<file path="src/rtl/ahb2apb_reset_ctrl.sv">
`default_nettype none
// ============================================================================
// Module   : ahb2apb_reset_ctrl
// Brief    : Reset sequencer for the ahb2apb bridge (POR / SW / WDT sources,
//            staggered APB-then-AHB release, idle drain before a SW reset).
// Revision : 1.0 - initial release
// ============================================================================
module ahb2apb_reset_ctrl #(
    parameter int SYNC_STAGES   = 2,
    parameter int HOLD_CYC      = 8,
    parameter int STAGGER_CYC   = 4,
    parameter int DRAIN_TIMEOUT = 64
) (
    input  logic       clk,
    input  logic       reset_n,
    input  logic       sw_rst_req,
    input  logic       wdt_rst_req,
    input  logic       bridge_idle,
    output logic       hresetn_o,
    output logic       presetn_o,
    output logic       rst_busy,
    output logic [1:0] rst_cause,
    output logic       drain_timeout
);

    localparam int MAX_HS  = (HOLD_CYC > STAGGER_CYC) ? HOLD_CYC : STAGGER_CYC;
    localparam int MAX_CNT = (MAX_HS > DRAIN_TIMEOUT) ? MAX_HS : DRAIN_TIMEOUT;
    localparam int CNT_W   = $clog2(MAX_CNT + 1);

    localparam logic [CNT_W-1:0] HOLD_LAST  = CNT_W'(HOLD_CYC - 1);
    localparam logic [CNT_W-1:0] STAG_LAST  = CNT_W'(STAGGER_CYC - 1);
    localparam logic [CNT_W-1:0] DRAIN_LAST = CNT_W'(DRAIN_TIMEOUT - 1);
    localparam logic [CNT_W-1:0] CNT_ONE    = CNT_W'(1);

    localparam logic [1:0] CAUSE_POR = 2'b00;
    localparam logic [1:0] CAUSE_SW  = 2'b01;
    localparam logic [1:0] CAUSE_WDT = 2'b10;

    typedef enum logic [2:0] {
        ST_SYNC    = 3'd0,
        ST_HOLD    = 3'd1,
        ST_APB_REL = 3'd2,
        ST_RUN     = 3'd3,
        ST_DRAIN   = 3'd4,
        ST_ASSERT  = 3'd5
    } state_t;

    state_t                 state_q, state_d;
    logic [CNT_W-1:0]       cnt_q, cnt_d;
    logic [1:0]             cause_q, cause_d;
    logic                   dto_q, dto_d;
    logic [SYNC_STAGES-1:0] sync_q;
    logic                   hresetn_q, presetn_q, busy_q;

    always_ff @(posedge clk or negedge reset_n) begin
        if (!reset_n) begin
            sync_q <= '0;
        end else begin
            sync_q <= {sync_q[SYNC_STAGES-2:0], 1'b1};
        end
    end

    always_comb begin
        state_d = state_q;
        cnt_d   = cnt_q;
        cause_d = cause_q;
        dto_d   = dto_q;
        case (state_q)
            ST_SYNC: begin
                // The cycle in which the synchronizer first reads 1 is already
                // the first hold cycle, so the count starts at one.
                if (sync_q[SYNC_STAGES-1]) begin
                    state_d = ST_HOLD;
                    cnt_d   = CNT_ONE;
                end
            end
            ST_HOLD, ST_ASSERT: begin
                if (cnt_q >= HOLD_LAST) begin
                    state_d = ST_APB_REL;
                    cnt_d   = '0;
                end else begin
                    cnt_d = cnt_q + CNT_ONE;
                end
            end
            ST_APB_REL: begin
                if (cnt_q >= STAG_LAST) begin
                    state_d = ST_RUN;
                    cnt_d   = '0;
                end else begin
                    cnt_d = cnt_q + CNT_ONE;
                end
            end
            ST_RUN: begin
                cnt_d = '0;
                if (wdt_rst_req) begin
                    state_d = ST_ASSERT;
                    cause_d = CAUSE_WDT;
                end else if (sw_rst_req) begin
                    state_d = ST_DRAIN;
                end
            end
            ST_DRAIN: begin
                if (wdt_rst_req) begin
                    state_d = ST_ASSERT;
                    cnt_d   = '0;
                    cause_d = CAUSE_WDT;
                end else if (bridge_idle) begin
                    state_d = ST_ASSERT;
                    cnt_d   = '0;
                    cause_d = CAUSE_SW;
                    dto_d   = 1'b0;
                end else if (cnt_q >= DRAIN_LAST) begin
                    state_d = ST_ASSERT;
                    cnt_d   = '0;
                    cause_d = CAUSE_SW;
                    dto_d   = 1'b1;
                end else begin
                    cnt_d = cnt_q + CNT_ONE;
                end
            end
            default: begin
                state_d = ST_SYNC;
                cnt_d   = '0;
            end
        endcase
    end

    // Outputs are decoded from the next state so they change on the same
    // edge as the state register, without combinational glitches.
    always_ff @(posedge clk or negedge reset_n) begin
        if (!reset_n) begin
            state_q   <= ST_SYNC;
            cnt_q     <= '0;
            cause_q   <= CAUSE_POR;
            dto_q     <= 1'b0;
            hresetn_q <= 1'b0;
            presetn_q <= 1'b0;
            busy_q    <= 1'b1;
        end else begin
            state_q   <= state_d;
            cnt_q     <= cnt_d;
            cause_q   <= cause_d;
            dto_q     <= dto_d;
            hresetn_q <= (state_d == ST_RUN) || (state_d == ST_DRAIN);
            presetn_q <= (state_d == ST_RUN) || (state_d == ST_DRAIN) ||
                         (state_d == ST_APB_REL);
            busy_q    <= (state_d != ST_RUN);
        end
    end

    assign hresetn_o     = hresetn_q;
    assign presetn_o     = presetn_q;
    assign rst_busy      = busy_q;
    assign rst_cause     = cause_q;
    assign drain_timeout = dto_q;

endmodule
`default_nettype wire

</file>
<file path="config.mk">
export PLATFORM = sky130hd
export DESIGN_NAME = ahb2apb_reset_ctrl
export DESIGN_NICKNAME = d
export VERILOG_FILES = /design/src/rtl/ahb2apb_reset_ctrl.sv
export SDC_FILE = /design/constraint.sdc
export NUM_CORES = 1
export LEC_CHECK = 0
export CORE_MARGIN = 2
export CORE_UTILIZATION = 40
export DETAILED_ROUTE_END_ITERATION = 7
export PLACE_DENSITY = 0.59
export SYNTH_ARGS = -nofsm -noshare
export SYNTH_HDL_FRONTEND = slang
export SYNTH_SLANG_ARGS = --single-unit
</file>
<file path="constraint.sdc">
create_clock -name clk -period 2.1 [get_ports clk]
set_input_delay 0.315 -clock clk [delete_from_list [all_inputs] [get_ports clk]]
set_output_delay 0.315 -clock clk [all_outputs]
set_load 0.1 [all_outputs]
</file>
==> summary.md, run 1 <==
| Metric | Value |
|---|---|
| Status | completed |
| Arr. time, crit path | 1.98 ns |
| Clock Tree Buf Depth | 2 |
| Wl on met1 | 855 microns |
| Fraction of registers with async set/reset | 100% |
| Post-CTS Hold Buffers | 0 |
| Mux cell area share after synthesis | 1.04% |
| Gr usage total | 15.5% |
| Layout cells sized above 1 | 18.0% |
| Met2 Routed Length | 839 microns |
| Ant. Diodes | 0 |
| Synthesized cell area | 958 sq um |
| GPL Wtd Cong | 0.752 |
| Vias/cell | 5.26 |
| Ys Warns | 0 |
| Synth Area in XOR/XNOR | 1.83% |
| Number of global-route vias before repair | 684 |
| Initial antenna violation count | 0 |
| Clock slew seen by the registers of the worst setup and hold paths | 0.12 ns |
| Max transition margin | 62.9% |
| Final period utilization | 85.7% |
| Crit path from | cnt_q[0] |
| Initial Util | 42.9% |
| Largest net degree at the start of global routing | 19 |
| Max incr delay on CP | 0.45 ns |
| Placed cells | 135 |
| Worst r2r src | cnt_q[0] |
| Rows | 17 |
| RSZ-0062 raised after global routing | false |
| Largest family of logic cells by synthesized area | simple AND/OR/NAND/NOR gates |
| Worst clock skew | 0.0134 ns |
| Syn nets | 105 |
| Clock latency on the worst-skew pair | 0.29 ns |
| Global-route wire length before repair | 3100 microns |
| Final Instance Count excl. Fillers | 139 |
| FMAX | 556 MHz |
| CP Max Fanout | 6 |
| Distinct cells, synth | 38 |
| Final Net Count | 118 |
| Die area | 2800 sq um |
| Flop-to-flop setup slack | 0.30 ns |
| Synth Area in Simple Gates | 22.7% |
| Drt pass-1 iters | 4 |
| Slowest-stage cell, CP | dfrtp_1 |
| Post-CTS Setup Bufs | 0 |
| Port Buffer Count | 10 |
| Post-layout minimum cycle time | 1.80 ns |
| CP bufs+invs | 0 |
| Yosys top cell by area | dfrtp_1 |
| Final worst-path setup slack | 0.301 ns |
| Finished Core Util | 49.1% |
| Maxcap violations | 0 |
| CTS tree | built |
| Area fraction in compound gates after synthesis | 21.7% |
| Setup violations, final | 0 |
| Setup CP Type | reg -> reg |
| Overflow after GRT | 0 |
| CP top delay family | compound AO/OA/AOI/OAI gates |
| CTS Root Cell | clkbuf_4 |
| Core area | 2230 sq um |
| DRC | 0 |
| Sequential share of the synthesized area | 47.1% |
| Top cell types by occurrence after synthesis | dfrtp_1 (17), nand2_1 (15), o21ai_0 (7), inv_1 (6), nor2_1 (6) |
| Startpoint types | flip-flop |
| Ranking of synthesized cells by area | dfrtp_1 (44%), nand2_1 (5.9%), o21ai_0 (3.7%) |
| Number of synthesized flops with an enable pin | 0 |
| Synth top area share | 44.4% |
| Layout area overhead | 14.5% |
| Clock Sinks | 18 |
| Synthesized flop and latch total | 18 |
| Max-slew violations | 0 |
| Die Span Y | 53.0 microns |
| Top Layer Used | met4 |
| Post-synth top flop | dfrtp_1 |
| Lkg Pwr | 0.493 nW |
| Syn Inst Count | 99 |
| Pwr dens | 1530 nW/um^2 |
| Critical path, cell by cell | ha_1 > a21oi_2 > o21ai_2 > o31ai_4 > o2111ai_2 > mux2i_1 |
| I/O Pins | 11 |
| Adder-cell share of the synthesized area | 1.31% |
| Crit end category | flip-flop |
| Fin Setup TNS | 0 ns |
| Final Hold Vio Count | 0 |
| Hpwl dp | 1330 microns |
| Mean routed wirelength per cell | 12.7 microns |
| Die width | 53.0 microns |
| Total wire length | 1770 microns |
| Post-route ant nets | 0 |
| CP required | 2.28 ns |
| Post-CTS Resized | 0 |
| Synthesized area per cell | 9.68 sq um |
| DP Worst Slack | 0.182 ns |
| Hold Path Class | in -> async |
| Metal3 WL | 55 microns |
| Maximum vdd drop | 0.919 mV |
| Most frequent cell after synthesis | dfrtp_1 |
| Tightest Pin Transition | 0.551 ns |
| TritonCTS Buffers | 3 |
| Vias | 731 |
| H-tree levels | 1 |
| DRT iter0 DRCs | 7 |
logic make-up (layout without fill, tap and decap cells):
logic type	count (synthesis)	in the layout
compound gates	27	27
xor+xnor	2	2
fa+ha+maj	1	1
buf+inv	9	21
flops	18	18
mux	1	1
other cells	1	1
simple gates	40	40
worst reg2reg max path, cell delays in order, from the launching register on:
cell and delay, ns:
dfrtp_1 0.45, ha_1 0.29, a21oi_2 0.27, o21ai_2 0.14, o31ai_4 0.19, o2111ai_2 0.20, mux2i_1 0.16
metal layers:
metal	vias up	track usage (%)
met5	-	0
met4	0	6.41
met3	2	2.54
met2	9	25.2
met1	351	20.4
li1	369	-
flip-flops by register name, summed over array words and instances (netlist names):
signal and flops:
hresetn_o 1, rst_cause 2, cnt_q 7, sync_q 2
presetn_o 1, state_q 3, drain_timeout 1, rst_busy 1
final cells by class:
type	count	area (sq um)
Tap cell	28	35.0
Sequential cell	18	452
Inverter	6	22.5
Timing Repair Buffer	11	92.6
Clock buffer	4	26.3
Fill cell	220	1140
Multi-Input combinational cell	72	469
power breakdown:
part	total [W]	switching [W]	internal, W
Combinational	0.000911	0.000622	0.000289
Sequential	0.000585	0.000132	0.000453
Clock	0.000185	0.000112	0.0000738
stage by stage:
stage | power (W) | area, sq um | hold slack (ns)
floorplan | 0.00133 | 958 | 0.0194
global placement | 0.00150 | 1070 | 0.335
detailed placement | 0.00151 | 1070 | 0.337
CTS | 0.00170 | 1100 | 0.343
global route | 0.00181 | 1100 | 0.366
finish | 0.00168 | 1100 | 0.331
cells in the final DEF, fill, tap and decap left out, drive strengths merged, types with 2 or more instances in the layout:
master          n
nor3            2
inv             6
o21ai          13
clkbuf          4
nand3           4
dfrtp          17
a21o            2
and2            3
o211ai          3
nor2            7
buf             7
o21a            2
nor4            2
nand2          15
o31ai           2
clkdlybuf4s50   4
path summary, 6_finish.rpt:
path,depth (start not counted),to
max in group asynchronous,2,rst_busy
min in group clk,0,sync_q[1]
hold / removal,2,rst_cause[0]
hold reg to reg,0,sync_q[1]
setup reg to reg,6,hresetn_o
setup / recovery,6,hresetn_o
Note: power is estimated with default switching activity, not from simulation.
==> run 2, diff against run 1 <==
- ABC_AREA: unset -> 1
- CTS_CLUSTER_SIZE: unset -> 10
- MAX_ROUTING_LAYER: unset -> met4
==> run 2 against run 1 <==
- area after synthesis down 4.0%
- sequential share of layout area up 0.91 points
- final cell count up 16%
- combinational power up 2.9%
- flip-flop and latch count unchanged
- wire length down 3.8%
- global-route usage up 0.62 points
- synthesized cell count up 19%
==> summary.md, run 2 <==
| Metric | Value |
|---|---|
| Crit path from | cnt_q[0] |
| Rows | 17 |
| FMAX | 624 MHz |
| Reg area | 452 sq um |
| FILL cells | 218 |
| Core area | 2190 sq um |
| Final Net Count | 140 |
| Critical Path End | hresetn_o |
| Post-layout minimum cycle time | 1.60 ns |
| Maxcap violations | 0 |
| CP bufs+invs | 0 |
| Post-synth top flop | dfrtp_1 |
| Levels on crit path | 9 |
| Post-CTS Hold Buffers | 0 |
| Layout cells sized above 1 | 18.0% |
| Critical path, cell by cell | ha_1 > nand2_1 > nor2_1 > nor2_1 > nand2_1 > o21ai_1 > nand2_2 > nand2_2 > nand2_2 |
| CP required | 2.29 ns |
| Synth top area share | 46.3% |
| CTS Root Cell | clkbuf_4 |
| Final Hold Vio Count | 0 |
| Synthesized area per cell | 7.79 sq um |
| Clock slew seen by the registers of the worst setup and hold paths | 0.11 ns |
| Status | completed |
| Vias | 753 |
| Final period utilization | 76.3% |
| Leading cell types in the layout, fill and taps excluded | nand2_1 (28), nor2_1 (18), dfrtp_1 (17) |
| Tightest Pin Transition | 0.507 ns |
| Post-route ant nets | 0 |
| Syn nets | 124 |
| Maximum vdd drop | 1.02 mV |
| RSZ-0062 raised after global routing | false |
| CP Max Fanout | 6 |
| Clock Tree Buf Depth | 2 |
| Die area | 2700 sq um |
| Number of synthesized flops with an enable pin | 0 |
| Top cell types by occurrence after synthesis | nand2_1 (28), nor2_1 (18), dfrtp_1 (17), inv_1 (16), nand3_1 (6) |
| Startpoint types | flip-flop |
| Gr usage total | 16.1% |
| Clock Sinks | 18 |
| Commonest non-fill, non-tap cell in the layout | nand2_1 |
| Arr. time, crit path | 1.79 ns |
| Worst r2r src | cnt_q[0] |
| Ranking of synthesized cells by area | dfrtp_1 (46%), nand2_1 (11%), nor2_1 (7.3%) |
| Area occupied by multi-input gates | 404 sq um |
| Fraction of registers with async set/reset | 100% |
| Total wire length | 1700 microns |
| CTS tree | built |
| Worst clock skew | 0.0106 ns |
| Worst path most repeated cell | nand2_2 |
| Global-route wire length before repair | 3070 microns |
| Most frequent cell after synthesis | nand2_1 |
| H-tree levels | 1 |
| CP top delay family | simple AND/OR/NAND/NOR gates |
| Mean routed wirelength per cell | 10.6 microns |
| Initial antenna violation count | 0 |
| Setup violations, final | 0 |
| Vias/cell | 4.68 |
| Port Buffer Count | 10 |
| Hpwl dp | 1380 microns |
| Layout area overhead | 16.7% |
| Post-CTS Resized | 0 |
| Distinct cells, synth | 21 |
| TritonCTS Buffers | 3 |
| Lkg Pwr | 0.576 nW |
| Max-slew violations | 0 |
| I/O Pins | 11 |
| Overall Power | 0.00167 W |
| Yosys top cell by area | dfrtp_1 |
| GPL Wtd Cong | 0.748 |
| Max incr delay on CP | 0.45 ns |
| Initial Util | 42.0% |
| Ys Warns | 0 |
| Number of global-route vias before repair | 772 |
| Ant. Diodes | 0 |
| Crit end category | flip-flop |
| Largest net degree at the start of global routing | 13 |
| Hold Path Class | in -> async |
| Sequential share of the synthesized area | 49.1% |
| Setup CP Type | reg -> reg |
| Drt pass-1 iters | 4 |
| Synthesized cell area | 920 sq um |
| Synthesized flop and latch total | 18 |
| Top reg by flops | cnt_q |
| Clock latency on the worst-skew pair | 0.30 ns |
| Post-CTS Setup Bufs | 0 |
| Largest regs | cnt_q x7, state_q x3 |
| Max transition margin | 66.1% |
| Max FFs per register | 7 |
| DRC | 0 |
| Fin Setup TNS | 0 ns |
| Flop-to-flop setup slack | 0.50 ns |
| Overflow after GRT | 0 |
| Pwr dens | 1560 nW/um^2 |
| Die width | 52.0 microns |
| Worst reg2reg path depth | 9 |
| Capture point of the worst reg-to-reg path | hresetn_o |
| Slowest-stage cell, CP | dfrtp_1 |
| DRT iter0 DRCs | 9 |
| Die Span Y | 52.0 microns |
| Syn Inst Count | 118 |
[run 2: cell count changes after synthesis, sizes merged, moves of 3 or more]
cell | before | now
and2 | 3 | 0
buf | 3 | 0
inv | 6 | 17
nand2 | 15 | 33
nand3 | 4 | 7
nor2 | 7 | 22
o21ai | 13 | 8
[run 2: worst min path at each step]
| stage | cells after the start | end | slack, ns |
|---|---|---|---|
| finish | 1 | cnt_q[1] | 0.34 |
| global route | 0 | sync_q[1] | 0.37 |
| CTS | 1 | cnt_q[2] | 0.36 |
| detailed placement | 0 | sync_q[1] | 0.34 |
| global placement | 0 | sync_q[1] | 0.34 |
| floorplan | 0 | cnt_q[0] | 0.02 |
[run 2: area by class of cell]
cell class                 instances  area share [%]
timing repair buffer              11            8.62
tap                               28            3.26
sequential                        18            42.1
multi-input combinational         83            37.6
clock buffer                       4            2.45
inverter                          17            5.94
[run 2: power by group]
part	switching [W]	internal [W]	total [W]
Clock	0.000110	0.0000739	0.000184
Sequential	0.0000943	0.000456	0.000550
Combinational	0.000684	0.000253	0.000937
Total	0.000888	0.000783	0.00167
[run 2: logic make-up after synthesis]
kind of cell	after synthesis	share of synthesized area, %
AND/OR/NAND/NOR	67	33.1
flip-flops	18	49.1
buffers and inverters	17	6.94
AO/OA/AOI/OAI	12	7.21
XOR/XNOR	2	1.91
adder cells (fa/ha/maj)	1	1.36
other	1	0.408
[run 2: layer usage]
metal | vias to the layer above | global-route usage (%) | wire [microns]
li1 | 394 | - | -
met1 | 349 | 19.7 | 818
met2 | 6 | 24.9 | 812
met3 | 4 | 3.45 | 44
met4 | 0 | 8.77 | 25
met5 | - | - | 0
[run 2: through the flow]
stage	util, %	hold slack [ns]	instance area (sq um)	instances	worst slack (ns)
final	49.0	0.341	1070	161	0.498
after detailed placement	47.8	0.343	1050	157	0.475
after floorplan	-	0.0194	920	118	0.666
after global placement	47.8	0.338	1050	157	0.518
after CTS	49.0	0.358	1070	161	0.489
after global routing	49.0	0.372	1070	161	0.334
